<file path="src/rtl/tron_pkg.sv">
// tron_pkg: state encoding, round-winner codes and default parameters for the Tron game controller
package tron_pkg;
  typedef enum logic [2:0] {
    IDLE       = 3'd0,
    INIT       = 3'd1,
    COUNTDOWN  = 3'd2,
    PLAY       = 3'd3,
    ROUND_END  = 3'd4,
    MATCH_OVER = 3'd5
  } state_t;
  localparam logic [1:0] WIN_NONE = 2'b00;
  localparam logic [1:0] WIN_P1   = 2'b01;
  localparam logic [1:0] WIN_P2   = 2'b10;
  localparam logic [1:0] WIN_DRAW = 2'b11;
  localparam int DEF_WIN_SCORE   = 5;
  localparam int DEF_SCORE_W     = 3;
  localparam int DEF_COUNT_TICKS = 3;
  localparam int DEF_END_TICKS   = 4;
endpackage

</file>
<file path="src/rtl/tron_crash_latch.sv">
// tron_crash_latch: sticky per-player crash flags with frame-end verdict
// Ports: clk, reset (sync, active-low); en = round in play; clr = new round;
//        crash1/crash2 = per-pixel head collisions; eval = frame_end;
//        verdict = {p1 crashed, p2 crashed} on an evaluating cycle, else 00
module tron_crash_latch (
  input  logic       clk,
  input  logic       reset,
  input  logic       en,
  input  logic       clr,
  input  logic       crash1,
  input  logic       crash2,
  input  logic       eval,
  output logic [1:0] verdict
);
  logic l1, l2, f1, f2;
  // a crash pixel in the evaluating cycle itself still counts
  assign f1 = l1 | crash1;
  assign f2 = l2 | crash2;
  // P1 crashing means P2 wins, so {f1,f2} is already the winner code
  assign verdict = (en && eval) ? {f1, f2} : 2'b00;
  always_ff @(posedge clk)
    if (!reset || clr) {l1, l2} <= 2'b00;
    else if (en) {l1, l2} <= eval ? 2'b00 : {f1, f2};
endmodule

</file>
<file path="src/rtl/tron_game_ctrl.sv">
// tron_game_ctrl: round/match sequencer for two-player Tron
// Ports: clk, reset (sync, active-low); start_key, tick, frame_end pulses;
//        crash1_pix/crash2_pix per-pixel collisions; registered outputs
//        move_en, clear_trails, countdown, score1, score2, round_winner,
//        match_over, state_o
module tron_game_ctrl
  import tron_pkg::*;
#(
  parameter int WIN_SCORE   = DEF_WIN_SCORE,
  parameter int SCORE_W     = DEF_SCORE_W,
  parameter int COUNT_TICKS = DEF_COUNT_TICKS,
  parameter int END_TICKS   = DEF_END_TICKS
) (
  input  logic               clk,
  input  logic               reset,
  input  logic               start_key,
  input  logic               tick,
  input  logic               frame_end,
  input  logic               crash1_pix,
  input  logic               crash2_pix,
  output logic               move_en,
  output logic               clear_trails,
  output logic [1:0]         countdown,
  output logic [SCORE_W-1:0] score1,
  output logic [SCORE_W-1:0] score2,
  output logic [1:0]         round_winner,
  output logic               match_over,
  output logic [2:0]         state_o
);
  localparam logic [SCORE_W-1:0] WS = SCORE_W'(WIN_SCORE);
  state_t state, nstate;
  logic [2:0] cnt, ncnt;
  logic [SCORE_W-1:0] nscore1, nscore2;
  logic [1:0] nwinner, verdict;
  logic restart, nrestart;
  assign state_o = state;
  tron_crash_latch u_latch (
    .clk     (clk),
    .reset   (reset),
    .en      (state == PLAY),
    .clr     (state == INIT),
    .crash1  (crash1_pix),
    .crash2  (crash2_pix),
    .eval    (frame_end),
    .verdict (verdict)
  );
  always_comb begin
    nstate   = state;
    ncnt     = cnt;
    nscore1  = score1;
    nscore2  = score2;
    nwinner  = round_winner;
    nrestart = restart;
    case (state)
      IDLE: if (start_key || restart) begin
        nstate   = INIT;
        nrestart = 1'b0;
        nscore1  = '0;
        nscore2  = '0;
      end
      INIT: begin
        nstate = COUNTDOWN;
        ncnt   = 3'(COUNT_TICKS);
      end
      COUNTDOWN: if (tick) begin
        ncnt   = cnt - 3'd1;
        nstate = cnt == 3'd1 ? PLAY : COUNTDOWN;
      end
      PLAY: if (frame_end && verdict != WIN_NONE) begin
        nstate  = ROUND_END;
        ncnt    = 3'(END_TICKS);
        nwinner = verdict;
        nscore1 = (verdict == WIN_P1 && score1 != WS) ? score1 + 1'b1 : score1;
        nscore2 = (verdict == WIN_P2 && score2 != WS) ? score2 + 1'b1 : score2;
      end
      ROUND_END: if (tick) begin
        ncnt = cnt - 3'd1;
        if (cnt == 3'd1) nstate = (score1 == WS || score2 == WS) ? MATCH_OVER : INIT;
      end
      MATCH_OVER: if (start_key) begin
        // pass through IDLE once, then start automatically with cleared scores
        nstate   = IDLE;
        nrestart = 1'b1;
      end
      default: begin
        nstate   = IDLE;
        ncnt     = '0;
        nscore1  = '0;
        nscore2  = '0;
        nwinner  = WIN_NONE;
        nrestart = 1'b0;
      end
    endcase
    if (nstate == INIT) nwinner = WIN_NONE;
  end
  always_ff @(posedge clk)
    if (!reset) begin
      state        <= IDLE;
      cnt          <= '0;
      restart      <= 1'b0;
      score1       <= '0;
      score2       <= '0;
      round_winner <= WIN_NONE;
      move_en      <= 1'b0;
      clear_trails <= 1'b0;
      countdown    <= 2'd0;
      match_over   <= 1'b0;
    end else begin
      state        <= nstate;
      cnt          <= ncnt;
      restart      <= nrestart;
      score1       <= nscore1;
      score2       <= nscore2;
      round_winner <= nwinner;
      move_en      <= state == PLAY && tick;
      clear_trails <= nstate == INIT;
      countdown    <= nstate == COUNTDOWN ? ncnt[1:0] : 2'd0;
      match_over   <= nstate == MATCH_OVER;
    end
endmodule

</file>
<file path="config.mk">
export PLATFORM = sky130hd
export DESIGN_NAME = tron_game_ctrl
export DESIGN_NICKNAME = d
export VERILOG_FILES = /design/src/rtl/tron_pkg.sv /design/src/rtl/tron_crash_latch.sv /design/src/rtl/tron_game_ctrl.sv
export SDC_FILE = /design/constraint.sdc
export NUM_CORES = 1
export LEC_CHECK = 0
export ABC_AREA = 0
export CAP_MARGIN = 20
export CORE_ASPECT_RATIO = 0.5
export CORE_MARGIN = 2
export CORE_UTILIZATION = 40
export DETAILED_ROUTE_END_ITERATION = 7
export DONT_BUFFER_PORTS = 1
export RECOVER_POWER = 25
export SLEW_MARGIN = 0
export SYNTH_ARGS = -nofsm -noshare
export SYNTH_HDL_FRONTEND = slang
export SYNTH_SLANG_ARGS = --single-unit
export TNS_END_PERCENT = 100
</file>
<file path="constraint.sdc">
create_clock -name clk -period 1.39 [get_ports clk]
set_input_delay 0.278 -clock clk [delete_from_list [all_inputs] [get_ports clk]]
set_output_delay 0.278 -clock clk [all_outputs]
set_load 0.05 [all_outputs]
</file>
==> results.ini <==
[synthesis]
synth_ff_type = dfxtp_1
synth_warnings = 0
synth_top_area_share_pct = 38.51
yosysTopAreaCell = dfxtp_1
postSynthAreaPerCell_um2 = 8.664
synth-seq-cells = 22
synthCells = 132
syn_area_um2 = 1144
ys_seq_area_share_pct = 38.51
synth_cell_type_count = 38
synth_edf_count = 0
synth_area_leaders = dfxtp_1 (39%), ha_1 (6.6%), a21oi_1 (4.4%), nor2_1 (4.3%), o21ai_0 (3.9%)
synthArstFlopShare_pct = 0
syn-num-nets = 145

[detailed_routing]
antenna_left = 0
vias = 1038
dr.first_iter.drc_count = 50
routedWlPerCell_um = 13.83
viasPerCell = 5.139
dr.pass1.iters = 4
drc_errors = 0
totalWireLength_um = 2793

[clock_network]
htree_num_levels = 1
clock-sinks = 22
cts.clk_slew.worst_paths_ps = 80
cts_tree = yes
cts_hold_buffers = 0
cts_buffers = 3
clk_latency_ps = 270
clock-root-buffer = clkbuf_8
cts_buffer_depth = 2

[critical_path]
startpoint_type = register
max_stage_delay_ps = 350
path_max_fanout = 3
cp_cell_sequence = inv_2 -> ha_4 -> a22oi_2 -> nand4b_1 -> a211o_1 -> nor2_4 -> and3_1
critPathArrivalTime_ps = 1750
cpMaxStageDelayCell = dfxtp_4
crit_type = reg2reg
worstPathRequired_ps = 1610
crit_path_end_kind = register

[floorplanning]
rows = 13
ios = 23
start_util_pct = 43.13
fp.dieW_um = 79.62
core-area_um2 = 2651
die_area_um2 = 3329
die_y_um = 41.81

[timing]
finalHoldViolCount = 0
fin_crit_ps = 1528
fin_crit_sh_pct = 109.9
worstMarginPinSlew_ps = 483.1
fmax_ghz = 0.6544
setup_viol = 8
fin_worst_skew_ps = 5.621
finalSetupTns_ps = -587.1
max-slew-margin-rel_pct = 67.75
layout_setup_ws_ps = -138.0
rsz0062_at_grt = true
slew_violations = 0

[global_routing]
grt_antenna_before_repair = 0
grt_overflow = 0
grt_pass1_wl_um = 4919
track_usage_pct = 19.05
first_global_vias = 1059
grt_max_degree = 17

[run_status]
failed_checks = negative setup slack
status = finished, violations left

[finish]
syn_to_final_growth_pct = 44.09
final_area_um2 = 1648
antenna_cells = 0
drive_above_1_share_pct = 43.03
postLayoutCoreUtil_pct = 62.15
finalNetCount = 179

[placed_design]
gp_congestion = 0.7212
portBuffers = 0
dpl.hpwl_um = 2056
placed_cell_area_um2 = 1455
post-place-ws_ps = -184.0

[power_and_ir_drop]
p_total_w = 0.001599
p_leak_nw = 0.6942
vdd_drop_max_mv = 0.4611
p_per_area_nw_per_um2 = 970.5

[min_path]
hold_path.class = in2reg

[run]
maxCapViolCount = 0

## layout by cell type, fill, tap and decap left out, drive strengths merged, types with 3 or more instances in the layout
| cell type | synthesis | final |
|---|---|---|
| nor2 | 14 | 14 |
| nand2 | 10 | 10 |
| a21oi | 10 | 10 |
| nor3b | 3 | 3 |
| nor2b | 4 | 4 |
| nand3 | 5 | 5 |
| nor3 | 3 | 3 |
| dfxtp | 22 | 22 |
| ha | 6 | 6 |
| clkbuf | 1 | 6 |
| o21ai | 9 | 9 |
| inv | 6 | 6 |
| buf | 4 | 31 |
| and2 | 4 | 4 |
| or3 | 3 | 3 |
## synth_stat cells (all sizes together), types with 2 or more instances
cell	n
inv	6
dfxtp	22
ha	6
nor3	3
a211oi	2
nand4b	2
o21ai	9
and3	2
nor2b	4
or3	3
nor2	14
buf	4
nand3	5
xnor2	2
xor2	2
o211ai	2
o21a	2
nand3b	2
and2	4
nand2	10
nor3b	3
a21oi	10
## cells by family after synthesis
| logic type | Yosys count | share of synthesized area [%] |
|---|---|---|
| fa+ha+maj | 6 | 6.564 |
| simple gates | 57 | 28.23 |
| flops | 22 | 38.51 |
| xor+xnor | 4 | 3.064 |
| buf+inv | 11 | 4.048 |
| compound gates | 32 | 19.58 |
## critical path, delay by kind of cell, from the launching register on
kind | cells | cell delay, ps
compound gates | 2 | 530
fa+ha+maj | 1 | 150
buf+inv | 1 | 40
flops | 1 | 350
simple gates | 3 | 410
## sequential cells by signal, indices dropped and copies added (netlist names)
| signal | count |
|---|---|
| cnt | 3 |
| score1 | 3 |
| score2 | 3 |
| state_o | 3 |
| countdown | 2 |
| round_winner | 2 |
| clear_trails | 1 |
| match_over | 1 |
| move_en | 1 |
| restart | 1 |
| u_latch.l1 | 1 |
| u_latch.l2 | 1 |
## metrics by stage
step | hold WS [ps] | instances
global placement | 401.5 | 195
finish | 121.6 | 202
floorplan | 403.9 | 132
detailed placement | 402.9 | 195
global route | 111.1 | 202
CTS | 113.3 | 201
## path summary, 6_finish.rpt
| path | startpoint | endpoint | slack (ps) | cells after the start |
|---|---|---|---|---|
| max | score1[1] | clear_trails | -140 | 7 |
| min | reset | round_winner[1] | 120 | 2 |
| max reg2reg | score1[1] | clear_trails | -140 | 7 |
| min reg2reg | u_latch.l1 | u_latch.l1 | 530 | 2 |
## routing by layer
layer,global-route usage [%],vias to the layer above,part of all wire [%]
met2,32.61,14,46
li1,-,533,-
met3,5.652,5,4.1
met4,6.207,0,1.4
met1,23.01,486,49
met5,0,-,0
## cell type report
class                           instances  area [um^2]
Sequential cell                        22        461.7
Clock inverter                          1        30.03
Fill cell                             241         1003
Inverter                                6        22.52
Tap cell                               37        46.29
Timing Repair Buffer                   34        259.0
Clock buffer                            3        41.29
Multi-Input combinational cell         99        787.0
## report_power, final
part           leakage, nW  internal [W]  total [W]  switching [W]
sequential           0.183      0.000648   0.000699      0.0000507
combinational        0.475      0.000150   0.000299       0.000149
clock               0.0357      0.000385   0.000601       0.000216
## repair_timing
action,4_1_cts,5_1_grt
buffers inserted,2,1
setup endpoints to repair,15,16
gates cloned,0,0
hold endpoints to repair,0,0
pin swaps,3,1
resized for setup,12,13
Note: power is estimated with default switching activity, not from simulation.
